[config.mk]
export PLATFORM = sky130hd
export DESIGN_NAME = hack_decode_ctrl
export DESIGN_NICKNAME = d
export VERILOG_FILES = /design/src/rtl/hack_decode_ctrl.sv
export SDC_FILE = /design/constraint.sdc
export NUM_CORES = 1
export LEC_CHECK = 0
export ABC_AREA = 1
export CAP_MARGIN = 20
export CELL_PAD_IN_SITES_DETAIL_PLACEMENT = 0
export CELL_PAD_IN_SITES_GLOBAL_PLACEMENT = 2
export CORE_ASPECT_RATIO = 1.4
export CORE_MARGIN = 2
export CORE_UTILIZATION = 22
export DETAILED_ROUTE_END_ITERATION = 8
export MAX_ROUTING_LAYER = met4
export PLACE_DENSITY_LB_ADDON = 0.1
export REMOVE_ABC_BUFFERS = 1
export SLEW_MARGIN = 25
export SYNTH_ARGS = -nofsm -noshare
export SYNTH_HDL_FRONTEND = slang
export SYNTH_SLANG_ARGS = --single-unit
[constraint.sdc]
create_clock -name a_clk -period 4.2 [get_ports a_clk]
set_clock_uncertainty 0.2 [all_clocks]
set_input_delay 0.84 -clock a_clk [delete_from_list [all_inputs] [get_ports a_clk]]
set_output_delay 0.84 -clock a_clk [all_outputs]
set_load 0.005 [all_outputs]
[src/rtl/hack_decode_ctrl.sv]
// Hack instruction register + decode/control stage sitting after the ROM/PC block.
// Latency: a fetched word reaches IR one edge after rom_dout shows it and executes that cycle.
// Backpressure: M-read instructions hold the ROM one cycle via rom_stall; taken jumps squash one word.
//
// Ports:
//   a_clk, a_reset        clock, synchronous active-high reset
//   rom_dout              instruction word from ROM (one cycle after its address)
//   rom_jmp/rom_addr      PC load request and target toward the ROM
//   rom_stall             ask the ROM to re-present its current word next cycle
//   a_val, zr, ng         A register value and ALU flags for the instruction in IR
//   mem_rd                RAM read at address A, data expected next cycle
//   ex_*                  decoded fields for the execute datapath
//   retired               wrapping count of executed instructions
module hack_decode_ctrl #(
  parameter int IL = 16
) (
  input  logic          a_clk,
  input  logic          a_reset,
  input  logic [IL-1:0] rom_dout,
  output logic          rom_jmp,
  output logic          rom_stall,
  output logic [IL-2:0] rom_addr,
  input  logic [IL-1:0] a_val,
  input  logic          zr,
  input  logic          ng,
  output logic          mem_rd,
  output logic          ex_valid,
  output logic          ex_is_a,
  output logic [IL-2:0] ex_imm,
  output logic          ex_sel_m,
  output logic [5:0]    ex_alu,
  output logic [2:0]    ex_dest,
  output logic [15:0]   retired
);

  typedef enum logic {
    RUN   = 1'b0,
    MEXEC = 1'b1
  } state_t;

  state_t        state;
  state_t        state_nxt;
  logic [IL-1:0] ir;
  logic          ir_valid;
  logic [15:0]   retired_q;

  logic          ir_is_c;
  logic          ir_a_bit;
  logic [2:0]    ir_jmp;
  logic          jmp_cond;
  logic          take;
  logic          ex_vld_c;
  logic          stall_c;
  logic          mem_rd_c;

  // The top bit of A is plain data; code addresses only span IL-1 bits.
  logic          unused_a_msb;
  assign unused_a_msb = a_val[IL-1];

  assign ir_is_c  = ir[IL-1];
  assign ir_a_bit = ir[12];
  assign ir_jmp   = ir[2:0];

  // j1 = less than zero, j2 = equal to zero, j3 = greater than zero.
  assign jmp_cond = (ir_jmp[2] & ng) |
                    (ir_jmp[1] & zr) |
                    (ir_jmp[0] & ~zr & ~ng);

  // Control FSM. An M-reading C-instruction spends one cycle in RUN issuing
  // the RAM read with execution suppressed, then executes in MEXEC once the
  // RAM data is back. Jumps can only resolve in a cycle that executes.
  always_comb begin
    state_nxt = state;
    ex_vld_c  = 1'b0;
    stall_c   = 1'b0;
    mem_rd_c  = 1'b0;
    if (a_reset) begin
      state_nxt = RUN;
    end else if (!ir_valid) begin
      state_nxt = RUN;
    end else begin
      case (state)
        RUN: begin
          if (ir_is_c && ir_a_bit) begin
            stall_c   = 1'b1;
            mem_rd_c  = 1'b1;
            state_nxt = MEXEC;
          end else begin
            ex_vld_c = 1'b1;
          end
        end
        MEXEC: begin
          ex_vld_c  = 1'b1;
          state_nxt = RUN;
        end
        default: begin
          state_nxt = RUN;
        end
      endcase
    end
  end

  // ex_vld_c is never set together with stall_c, so a jump and a stall
  // cannot be requested in the same cycle.
  assign take = ex_vld_c & ir_is_c & jmp_cond;

  // During reset the ROM is steered to address 0 so ROM[0] is waiting on
  // rom_dout in the first cycle after release.
  assign rom_jmp   = a_reset | take;
  assign rom_addr  = a_reset ? '0 : a_val[IL-2:0];
  assign rom_stall = stall_c;
  assign mem_rd    = mem_rd_c;

  // IR follows rom_dout except while the ROM is being held for an M read;
  // the ROM re-presents the same word, so nothing is lost.
  always_ff @(posedge a_clk) begin
    if (!stall_c) begin
      ir <= rom_dout;
    end
  end

  always_ff @(posedge a_clk) begin
    if (a_reset) begin
      state     <= RUN;
      ir_valid  <= 1'b0;
      retired_q <= '0;
    end else begin
      state <= state_nxt;
      // The word captured on a taken-jump edge is the fall-through and must
      // not execute.
      if (!stall_c) begin
        ir_valid <= ~take;
      end
      if (ex_vld_c) begin
        retired_q <= retired_q + 16'd1;
      end
    end
  end

  assign ex_valid = ex_vld_c;
  assign ex_is_a  = ~ir_is_c;
  assign ex_imm   = ir[IL-2:0];
  assign ex_sel_m = ir_a_bit;
  assign ex_alu   = ir[11:6];
  assign ex_dest  = ir[5:3] & {3{ex_vld_c}};
  assign retired  = retired_q;

endmodule

==> impl_results.md, run 1 <==
- Status: finished, final reports clean
- Clock latency on the worst-skew pair: 280 ps
- Kind of start point of the critical path: primary input
- Proportion of synthesized area in mux cells: 0%
- Min Hold Slack: 334.6 ps
- CP max stage delay: 510 ps
- HP Class: register to register
- Critical Path AT: 2420 ps
- TritonRoute pass-1 iters: 4
- Post-synthesis xor/xnor area fraction: 0.4667%
- DIE AREA: 9296 sq um
- R2r startpoint: ir[12]
- Vias: 1,640
- R2R setup slack: 2470 ps
- Final nets: 352
- Crit-path cells: clkdlybuf4s50_1 > buf_4 > nor2_4 > nand2_4 > nor2_1 > clkdlybuf4s50_1
- LEAKAGE: 1.228 nW
- Endpoints failing setup: 0
- Critical path capture point type: output pin
- Hold Startpoint: retired[15]
- DP Area: 2780 sq um
- Synth Instances: 236
- Post-CTS setup buffer count: 0
- Final wirelength: 4.980 mm
- Post-layout instance area: 2950 sq um
- Post-synth cell types: 29
- Worst slew pin tran: 600.5 ps
- Fin crit period: 3456 ps
- CTS sink cnt: 34
- Commonest non-fill, non-tap cell in the layout: clkdlybuf4s50_1
- Drt initial violations: 65
- Reg2reg path depth: 3
- Seq/Total Area, Yosys: 44.80%
- Slew headroom: 59.92%
- CP max FO: 13
- CP top delay family: buffers and inverters
- Initial antenna violation count: 0
- Post-Syn Area: 1877 sq um
- Post-Synth Adder-Cell Area: 0.6667%
- Largest net degree at the start of global routing: 17
- Vias in the first global route: 1,740
- Routed WL per cell: 11.91 um
- CTS Buf Count: 5
- Max Fclk: 289.4 MHz
- Fraction of the cycle the final worst path needs: 82.28%
- GRT Total Usage: 12.29%
- Highest-count cells in the layout ignoring fill and taps: clkdlybuf4s50_1 (95), nor2_1 (47), inv_1 (41)
- Synth Area per Inst: 7.953 sq um
- Setup crit start: a_reset
- Clock Pin Slew Worst Setup and Hold Paths: 60 ps
- Die Span Y: 113.3 um
- Maxcap violations: 0
- Max rail drop VDD: 142.8 uV
- Critical path endpoint: ex_dest[0]
- Final hold viol count: 0
- CTS root buf: clkbuf_16
- Initial core utilization: 22.76%
- Ys flop type: dfxtp_1
- Setup total negative slack: 0 ps
- Worst EP required: 3160 ps
- Antenna cells: 0
- Max clock buf depth: 2
- Final ANT Viol Nets: 0
- DRC errors left: 0
- Synth Area in Simple Gates: 29.87%
- Synth Area in Compound Gates: 5.067%
- Pwr/cell area: 311.3 nW/um^2
- # rows: 39
- CTS Hold Bufs: 0
- Post-cts resize count: 0
- Routability congestion estimate: 0.7004
- Setup CP Type: primary input to output pin
- Post-synthesis register bit count: 34
- Synth Warn #: 0
- Top cell by count, worst path: clkdlybuf4s50_1
- Unrepaired setup endpoints after global routing: no
- Fill count: 869
- Vias per Instance: 3.923
- DP HPWL: 3.913 mm
- Share of flip-flops with an asynchronous set or reset: 0%
- Largest family of logic cells by synthesized area: simple AND/OR/NAND/NOR gates
- Buf+Inv Stages, Crit Path: 3
- GR Overflow Total: 0
- Core Box Area: 8247 sq um
- CTS tree: built
- Area Overhead vs Synth: 57.20%
- Worst path depth: 6
- FF-to-FF End: ir[0]
- Slowest cell on the critical path: clkdlybuf4s50_1
- I/O Buffers: 95
- Ports: 97
- EDFF count, synth: 16
- First-pass GRT wire length: 8.411 mm
- Fin. max-slew vios: 0
- Share of cells above drive strength 1: 10.13%
- H-tree depth: 2
- DIE WIDTH: 82.06 um
[Yosys cell counts, types with 3 or more instances]
cell type,instances,area share [%]
nand2_1,39,7.8
a21oi_1,4,1.1
nand2_4,3,1.8
nor2_1,47,9.4
inv_1,41,8.2
nand3_1,11,2.9
nand2_2,3,1.0
nand4_1,3,1.0
buf_4,22,8.8
nor2_2,3,1.0
edfxtp_1,16,26
dfxtp_1,18,19
[metrics by stage]
step | power, mW | util, % | std cells | worst slack, ps
final | 0.9186 | 35.78 | 418 | 744.1
after global routing | 0.9645 | 35.78 | 418 | 605.1
after detailed placement | 0.5020 | 33.71 | 410 | 713.6
after global placement | 0.5020 | 33.71 | 410 | 691.4
after floorplan | 0.4064 | - | 210 | 1718
after CTS | 0.9388 | 35.78 | 418 | 708.5
[metal layers]
layer | routed length, um | global-route usage [%] | vias up
met2 | 2542 | 20.00 | 56
li1 | - | - | 861
met4 | 87 | 4.667 | 0
met3 | 212 | 2.392 | 6
met1 | 2137 | 14.79 | 717
met5 | 0 | - | -
[sequential cells by signal, indices dropped and copies added (netlist names)]
name	count
ir	16
retired	16
ir_valid	1
state	1
[how the worst min path moves through the flow]
stage | end | slack [ps] | cells past startpoint
floorplan | retired[15] | 300 | 2
global placement | retired[6] | 330 | 2
detailed placement | retired[15] | 330 | 2
CTS | retired[15] | 340 | 2
global route | state | 370 | 2
finish | retired[15] | 330 | 2
[cells by family after synthesis]
kind of cell	after synthesis
xor+xnor	1
buf+inv	69
fa+ha+maj	1
compound gates	14
flops	34
simple gates	117
[layout make-up]
type / count / area [sq um] / share of cell area [%]
clock inverters: 3 / 45.04 / 1.527
multi-input cells: 133 / 676.9 / 22.94
well taps: 102 / 127.6 / 4.326
clock buffers: 5 / 125.1 / 4.241
repair buffers: 98 / 973.4 / 32.99
flip-flops and latches: 34 / 840.8 / 28.50
inverters: 43 / 161.4 / 5.471
[worst min-delay path: stages, from the launching register on]
cell and delay (ps):
dfxtp_1 360, a21oi_1 50, nor2_1 90
[power by group]
part	total (mW)	internal, mW	switching, mW
registers	0.369	0.360	0.00860
clock network	0.426	0.280	0.146
logic	0.124	0.0807	0.0434
total	0.919	0.721	0.198
(Power assumes the default switching activity.)
==> run 2, diff against run 1 <==
--- a/config.mk
+++ b/config.mk
@@ -11,7 +11,7 @@
 export CELL_PAD_IN_SITES_GLOBAL_PLACEMENT = 2
 export CORE_ASPECT_RATIO = 1.4
 export CORE_MARGIN = 2
-export CORE_UTILIZATION = 22
+export CORE_UTILIZATION = 21
 export DETAILED_ROUTE_END_ITERATION = 8
 export MAX_ROUTING_LAYER = met4
 export PLACE_DENSITY_LB_ADDON = 0.1
==> constraint.sdc (replaced) <==
create_clock -name a_clk -period 3.5 [get_ports a_clk]
set_clock_uncertainty 0.2 [all_clocks]
set_input_delay 0.7 -clock a_clk [delete_from_list [all_inputs] [get_ports a_clk]]
set_output_delay 0.7 -clock a_clk [all_outputs]
set_load 0.005 [all_outputs]
==> run 2 against run 1 <==
Net effect: combinational power grew 22%; largest power group is now registers; count of clock-buffer cells in the layout is the same; design area decreased by 0.17%.
==> impl_results.md, run 2 (synthesized netlist as in run 1, its figures left out) <==
- Core Box Area: 8658 sq um (+5.0%)
- CTS Buf Count: 5 (unchanged)
- Metal-1 WL: 2.161 mm (+1.1%)
- Pwr/cell area: 349.1 nW/um^2 (+12%)
- Post-cts resize count: 0 (unchanged)
- Fraction of the cycle the final worst path needs: 88.23%
- Dpl cells: 415 (+1.2%)
- Initial antenna violation count: 0 (unchanged)
- Initial core utilization: 21.68% (-1.1 points)
- Final wirelength: 4.983 mm (about the same)
- DR top layer: met4
- TritonRoute pass-1 iters: 4 (unchanged)
- DIE WIDTH: 83.90 um (+2.2%)
- Max clock buf depth: 2 (unchanged)
- H-tree depth: 2 (unchanged)
- DP HPWL: 3.929 mm (+0.40%)
- Final nets: 354 (+0.57%)
- CTS sink cnt: 34 (unchanged)
- Endpoints failing setup: 0 (unchanged)
- Post-CTS setup buffer count: 0 (unchanged)
- CTS Hold Bufs: 0 (unchanged)
- CTS tree: built
- LEAKAGE: 1.231 nW (+0.27%)
- HP Class: register to register
- Fill count: 928 (+6.8%)
- Commonest non-fill, non-tap cell in the layout: clkdlybuf4s50_1
- Unrepaired setup endpoints after global routing: no
- Critical Path AT: 2190 ps (-230 ps)
- Worst slew pin tran: 597.4 ps (-3.164 ps)
- Ports: 97 (unchanged)
- CP max FO: 3 (-10)
- DIE AREA: 9720 sq um (+4.6%)
- Highest-count cells in the layout ignoring fill and taps: clkdlybuf4s50_1 (95), nor2_1 (47), inv_1 (41)
- Crit-path cells: clkdlybuf4s50_1 > inv_2 > nand2_4 > nor2_8 > nand2_1 > inv_1 > a21oi_2 > inv_1 > clkdlybuf4s50_1
- Maxcap violations: 0 (unchanged)
- Final ANT Viol Nets: 0 (unchanged)
- Vias in the first global route: 1,703 (-2.1%)
- Die Span Y: 115.9 um (+2.3%)
- Largest net degree at the start of global routing: 17 (unchanged)
- Max Fclk: 323.8 MHz
- GRT Total Usage: 11.12% (-1.2 points)
- Buf+Inv Stages, Crit Path: 5 (+2)
- Critical path capture point type: output pin
- Clock Pin Slew Worst Setup and Hold Paths: 60 ps (about the same)
- Vias per Instance: 3.894 (-0.76%)
- Final hold viol count: 0 (unchanged)
- CP max stage delay: 500 ps (about the same)
- CP top delay family: buffers and inverters
- Setup CP Type: primary input to output pin
- Area Overhead vs Synth: 56.93%
- Routability congestion estimate: 0.6617 (-5.5%)
- Antenna cells: 0 (unchanged)
- Fin. max-slew vios: 0 (unchanged)
- Min Hold Slack: 340.0 ps (+5.363 ps)
- Setup total negative slack: 0 ps (unchanged)
- Fin crit period: 3088 ps
- Slew headroom: 60.13% (+0.21 points)
- Share of cells above drive strength 1: 10.69% (+0.57 points)
- Met3 WL: 207 um (-2.4%)
- CTS root buf: clkbuf_16
- First-pass GRT wire length: 8.231 mm (-2.1%)
- Vias: 1,647 (+0.43%)
- Routed WL per cell: 11.78 um (-1.1%)
- # rows: 40 (+2.6%)
- Kind of start point of the critical path: primary input
- Slowest cell on the critical path: clkdlybuf4s50_1
- Non-Filler Instances: 423 (+1.2%)
- Worst EP required: 2600 ps (-560 ps)
- I/O Buffers: 95 (unchanged)
- WL met2: 2.546 mm (+0.16%)
- Drt initial violations: 92 (+42%)
- GR Overflow Total: 0 (unchanged)
- Status: finished, final reports clean
- DRC errors left: 0 (unchanged)
- Clock latency on the worst-skew pair: 280 ps (about the same)
- Max rail drop VDD: 167.6 uV (+17%)
[run 2: path summary, 6_finish.rpt]
check,cells after the start,slack [ps],end,startpoint
min reg2reg,2,340,retired[15],retired[15]
max,9,410,rom_jmp,a_reset
min,2,340,retired[15],retired[15]
max reg2reg,3,1790,ir[3],ir[12]
[run 2: cell type report]
type                            instances  area, sq um  share of cell area [%]
Tap cell                              105        131.4                   4.461
Clock inverter                          3        21.27                  0.7222
Multi-Input combinational cell        133        676.9                   22.98
Sequential cell                        34        840.8                   28.55
Clock buffer                            5        125.1                   4.248
Timing Repair Buffer                  100        988.4                   33.56
Inverter                               43        161.4                   5.480
[run 2: tightest hold or removal path, stage by stage, from the launching register on]
cell and delay [ps]:
dfxtp_1 330, a21oi_1 120, nor2_1 50
[run 2: per-layer routing]
layer	up-vias	GRT usage (%)
met5	-	-
met4	0	3.871
met3	6	2.208
met2	59	18.61
met1	724	13.39
li1	858	-
[run 2: where the power goes]
part	switching [mW]	internal [mW]	leakage (nW)
sequential	0.0103	0.432	0.314
combinational	0.0528	0.0984	0.848
clock	0.171	0.263	0.0698
[run 2: stage by stage]
| step | instance area, sq um | util [%] | setup WS [ps] | total power, mW |
|---|---|---|---|---|
| global placement | 2799 | 32.33 | 386.9 | 0.6048 |
| finish | 2945 | 34.02 | 412.1 | 1.028 |
| CTS | 2945 | 34.02 | 379.1 | 1.049 |
| floorplan | 1679 | - | 1298 | 0.4877 |
| global route | 2945 | 34.02 | 302.8 | 1.082 |
| detailed placement | 2799 | 32.33 | 392.2 | 0.6044 |
